===== config.mk =====
export PLATFORM = sky130hd
export DESIGN_NAME = nibble_eval_sequencer
export DESIGN_NICKNAME = d
export VERILOG_FILES = /design/src/rtl/nibble_eval_sequencer.sv
export SDC_FILE = /design/constraint.sdc
export NUM_CORES = 1
export LEC_CHECK = 0
export CAP_MARGIN = 0
export CORE_MARGIN = 2
export CORE_UTILIZATION = 62
export DETAILED_ROUTE_END_ITERATION = 8
export DONT_BUFFER_PORTS = 1
export GPL_ROUTABILITY_DRIVEN = 0
export PLACE_DENSITY = 0.78
export SLEW_MARGIN = 0
export SYNTH_ARGS = -nofsm -noshare
export SYNTH_HDL_FRONTEND = slang
export SYNTH_SLANG_ARGS = --single-unit

===== constraint.sdc =====
create_clock -name clk -period 3.8 [get_ports clk]
set_input_delay 0.57 -clock clk [delete_from_list [all_inputs] [get_ports clk]]
set_output_delay 0.57 -clock clk [all_outputs]
set_load 0.05 [all_outputs]

===== src/rtl/nibble_eval_sequencer.sv =====
// Accepts a 16-bit word, evaluates one nibble per cycle (hit iff popcount is 0, 1 or 3),
// then holds the 4-bit mask and its hit count until consumed and accumulates a saturating total.
module nibble_eval_sequencer #(
   parameter int unsigned CNT_W = 8
) (
   input  logic             clk,
   input  logic             rst,
   input  logic             in_valid,
   output logic             in_ready,
   input  logic [15:0]      in_data,
   input  logic             clr_total,
   output logic             out_valid,
   input  logic             out_ready,
   output logic [3:0]       out_mask,
   output logic [2:0]       out_count,
   output logic             busy,
   output logic [CNT_W-1:0] total_hits
);

   localparam logic [1:0] S_IDLE = 2'd0;
   localparam logic [1:0] S_EVAL = 2'd1;
   localparam logic [1:0] S_HOLD = 2'd2;

   logic [1:0]       r_state;
   logic [1:0]       w_next;
   logic             r_in_ready;
   logic             r_out_valid;
   logic             r_busy;
   logic [15:0]      r_word;
   logic [1:0]       r_idx;
   logic [3:0]       r_mask;
   logic [2:0]       r_count;
   logic [CNT_W-1:0] r_total;
   logic [3:0]       w_nib;
   logic             w_hit;
   logic [CNT_W:0]   w_sum;
   logic [CNT_W-1:0] w_sat;

   function automatic logic f_hit(input logic [3:0] n);
      logic [2:0] pop;
      pop = 3'(n[0]) + 3'(n[1]) + 3'(n[2]) + 3'(n[3]);
      return !((pop == 3'd2) || (pop == 3'd4));
   endfunction

   always_ff @(posedge clk or posedge rst) begin
      if (rst) begin
         r_state     <= S_IDLE;
         r_in_ready  <= 1'b1;
         r_out_valid <= 1'b0;
         r_busy      <= 1'b0;
      end else begin
         r_state     <= w_next;
         r_in_ready  <= (w_next == S_IDLE);
         r_out_valid <= (w_next == S_HOLD);
         r_busy      <= (w_next != S_IDLE);
      end
   end

   always_comb begin
      w_next = r_state;
      case (r_state)
         S_IDLE:  if (in_valid)        w_next = S_EVAL;
         S_EVAL:  if (r_idx == 2'd3)   w_next = S_HOLD;
         S_HOLD:  if (out_ready)       w_next = S_IDLE;
         default:                      w_next = S_IDLE;
      endcase
   end

   always_comb begin
      w_nib = r_word[3:0];
      case (r_idx)
         2'd0:    w_nib = r_word[3:0];
         2'd1:    w_nib = r_word[7:4];
         2'd2:    w_nib = r_word[11:8];
         default: w_nib = r_word[15:12];
      endcase
   end

   assign w_hit = f_hit(w_nib);
   assign w_sum = {1'b0, r_total} + (CNT_W+1)'(r_count);
   assign w_sat = w_sum[CNT_W] ? {CNT_W{1'b1}} : w_sum[CNT_W-1:0];

   // Working mask/count double as the result registers; they persist through IDLE.
   always_ff @(posedge clk or posedge rst) begin
      if (rst) begin
         r_word  <= 16'd0;
         r_idx   <= 2'd0;
         r_mask  <= 4'd0;
         r_count <= 3'd0;
      end else begin
         case (r_state)
            S_IDLE: begin
               if (in_valid) begin
                  r_word  <= in_data;
                  r_idx   <= 2'd0;
                  r_mask  <= 4'd0;
                  r_count <= 3'd0;
               end
            end
            S_EVAL: begin
               r_mask[r_idx] <= w_hit;
               r_count       <= r_count + 3'(w_hit);
               if (r_idx != 2'd3) r_idx <= r_idx + 2'd1;
            end
            default: ;
         endcase
      end
   end

   // Clear wins over a coincident completion.
   always_ff @(posedge clk or posedge rst) begin
      if (rst) begin
         r_total <= '0;
      end else if (clr_total) begin
         r_total <= '0;
      end else if ((r_state == S_HOLD) && out_ready) begin
         r_total <= w_sat;
      end
   end

   assign in_ready   = r_in_ready;
   assign out_valid  = r_out_valid;
   assign busy       = r_busy;
   assign out_mask   = r_mask;
   assign out_count  = r_count;
   assign total_hits = r_total;

endmodule


==> impl_metrics.json <==
{
  "status": "finished clean",
  "grt_pass1_wl_um": 5730,
  "synth-seq-area-share_pct": 49.9,
  "syn-mean-instance-area_um2": 11.5,
  "netlist_instances": 166,
  "postPlaceCellArea_um2": 1930,
  "dr.pass1.iters": 5,
  "comb_power_share_pct": 43.3,
  "ant_nets": 0,
  "ys_ff_latch": 38,
  "htreeDepth": 2,
  "p_int_mw": 1.05,
  "cts_buffers": 5,
  "grt_usage_pct": 22.1,
  "reg2reg_depth": 15,
  "rsz0062_at_grt": "false",
  "wl_per_cell_um": 18.0,
  "synth.cell_area_um2": 1910,
  "min_path_type": "in2async",
  "min_period_over_period_pct": 86.3,
  "final-max-slew-violation-count": 0,
  "finalSetupViolCount": 0,
  "fin_worst_skew_ns": 0.0136,
  "start_kind": "flop",
  "rows": 20,
  "synth_cell_types": 38,
  "cts.path.max_buffers": 2,
  "fin_crit_ns": 3.28,
  "post_cts_buffers": 0,
  "timing.critical_path.mode_cell": "ha_1",
  "p_leak_nw": 0.898,
  "via_count": 1288,
  "setup_tns_ns": 0,
  "layout_setup_ws_ns": 0.521,
  "num_antenna_cells": 0,
  "drive_gt1_share_pct": 17.5,
  "grt_pass1_vias": 1296,
  "r2r_start": "r_idx[0]",
  "relSlewSlack_pct": 48.3,
  "clkPwrFrac_pct": 11.7,
  "clkSinkCount": 38,
  "critPathBufInv": 2,
  "ir_drop_mv": 0.541,
  "antenna_found_initial": 0,
  "p_seq_share_pct": 45.0,
  "nFillCells": 218,
  "drc_errors": 0,
  "port_buffers": 0,
  "syn_nets": 200,
  "fin_area_um2": 1990,
  "cts_resized": 0,
  "critPathMaxStageDelay_ns": 0.46,
  "postCtsHoldBufs": 0,
  "dieArea_um2": 3530,
  "crit_path_end_kind": "flop",
  "p_sw_uw": 816,
  "area_growth_syn_to_layout_pct": 4.46,
  "via_per_inst": 6.31,
  "mostFrequentLayoutCells": "dfrtp_1, mux2_2, inv_1, o21ai_0",
  "pin_count": 39,
  "core-area_um2": 2980,
  "hold_viol": 0,
  "grt_max_degree": 39,
  "ys_warn_count": 0,
  "slowest_stage": "fa_1",
  "p_per_area_nw_per_um2": 938,
  "clk_latency_ns": 0.35,
  "grt_overflow_total": 0,
  "drt_iter0_drc": 97,
  "switching_share_pct": 43.7,
  "dpl.hpwl_um": 2720,
  "critical_path_arrival_ns": 3.54,
  "cp_cell_sequence": "inv_1 > ha_1 > a222oi_1 > nand2_1 > o21ai_0 > fa_1 > inv_1 > ha_1 > ha_1 > xor2_1 > nand2b_1 > ha_1 > ha_1 > mux2i_1 > o21ai_0",
  "nNetsFinal": 204,
  "initial_core_util_pct": 64.0,
  "final_common_cell": "dfrtp_1",
  "timing.fmax_ghz": 0.305,
  "dieHeight_um": 59.5,
  "die_w_um": 59.5,
  "cts_tree": "done",
  "maxCapViolCount": 0,
  "clock-root-buffer": "clkbuf_4",
  "worstPathRequired_ns": 4.07,
  "r2r_end": "out_count[2]",
  "cp_max_fo": 6,
  "finalPower_mw": 1.87,
  "post-place-ws_ns": 0.542,
  "path_clk_slew_ns": 0.12,
  "worst_pin_slew_ns": 0.775,
  "r2r_slack_ns": 0.52,
  "crit_type": "reg2reg",
  "wirelength_um": 3670,
  "critical_path.top_delay_family": "adder cells"
}
==> worst max-delay path by stage <==
stage / startpoint / to / slack [ns] / cells past startpoint
6_report: r_idx[0] / out_count[2] / 0.52 / 15
5_1_grt: r_idx[0] / out_count[2] / 0.28 / 15
4_1_cts: r_idx[0] / out_count[2] / 0.51 / 15
3_5_place_dp: r_idx[0] / out_count[2] / 0.54 / 15
3_3_place_gp: r_idx[0] / out_count[2] / 0.73 / 15
2_1_floorplan: r_idx[0] / out_count[2] / 0.85 / 15
==> stage by stage <==
step,util (%),hold WS [ns],cells
after floorplan,-,0.475,166
after global placement,64.7,0.490,196
after detailed placement,64.7,0.496,196
after CTS,66.9,0.211,204
after global routing,66.9,0.225,204
final,66.9,0.197,204
==> registers in the layout, summed over array words and instances (netlist names) <==
signal,flops
r_word,16
r_state,2
total_hits,8
in_ready,1
r_idx,2
out_valid,1
busy,1
out_count,3
out_mask,4
==> Yosys cell counts <==
cell       n  share of area, %
dfrtp_1   37                49
mux2_2    16               9.4
inv_1     12               2.4
o21ai_0   12               3.1
ha_1      11               7.2
nor2_1    11               2.2
nand2_1   10               2.0
a21oi_1    5               1.3
a22o_1     5               2.3
a311oi_1   5               2.3
a222oi_1   4               2.1
nand2b_1   4               1.3
mux2i_1    3               1.6
fa_1       2               2.1
nand3_1    2              0.52
nor2b_1    2              0.66
o211ai_1   2              0.79
or2_2      2              0.66
xor2_1     2              0.92
a211oi_1   1              0.39
a21boi_4   1              0.98
a31o_1     1              0.46
a31oi_1    1              0.33
and2_1     1              0.33
and3_1     1              0.33
and3b_1    1              0.46
and4_1     1              0.46
buf_1      1              0.20
buf_2      1              0.26
buf_4      1              0.39
buf_6      1              0.59
dfstp_2    1               1.4
nand4_1    1              0.33
nor2_2     1              0.33
nor3_1     1              0.26
nor3b_1    1              0.39
o21a_1     1              0.39
o22ai_1    1              0.33
==> power by group through the flow <==
stage / Combinational (mW) / Clock [mW] / Sequential (mW)
after floorplan: 0.671 / 0 / 0.805
after global placement: 0.758 / 0 / 0.843
after detailed placement: 0.814 / 0 / 0.848
after CTS: 0.819 / 0.226 / 0.839
after global routing: 0.920 / 0.243 / 0.856
final: 0.809 / 0.219 / 0.840
==> cell families (layout without fill, tap and decap cells) <==
group | after synthesis | in the layout | share of synthesized area [%]
AOI/OAI and AO/OA | 39 | 39 | 14.8
muxes | 19 | 19 | 11.0
buffers and inverters | 16 | 21 | 3.81
and+or+nand+nor | 39 | 39 | 10.2
adders and majority gates | 13 | 13 | 9.32
DFF | 38 | 38 | 49.9
xor gates and xnor gates | 2 | 2 | 0.919
==> metal layers <==
metal,up-vias,GRT usage [%],part of all wire (%)
li1,610,-,-
met1,619,27.1,43
met2,50,35.2,49
met3,9,6.99,6.9
met4,0,10.7,1.9
met5,-,0,0
==> worst reg2reg max path, delay by kind of cell, from the launching register on <==
kind | cells | cell delay, ns
adders and majority gates | 6 | 1.49
AOI/OAI and AO/OA | 3 | 0.68
DFF | 1 | 0.43
buffers and inverters | 2 | 0.17
and+or+nand+nor | 2 | 0.17
xor gates and xnor gates | 1 | 0.15
muxes | 1 | 0.12
==> area by class of cell <==
class	count	area, µm²	area share [%]
flip-flops and latches	38	952	47.8
clock buffers	6	51.3	2.58
inverters	12	45.0	2.26
clock inverters	2	12.5	0.628
repair buffers	1	7.51	0.377
multi-input cells	112	882	44.3
well taps	33	41.3	2.07
Note: power is estimated with default switching activity, not from simulation.
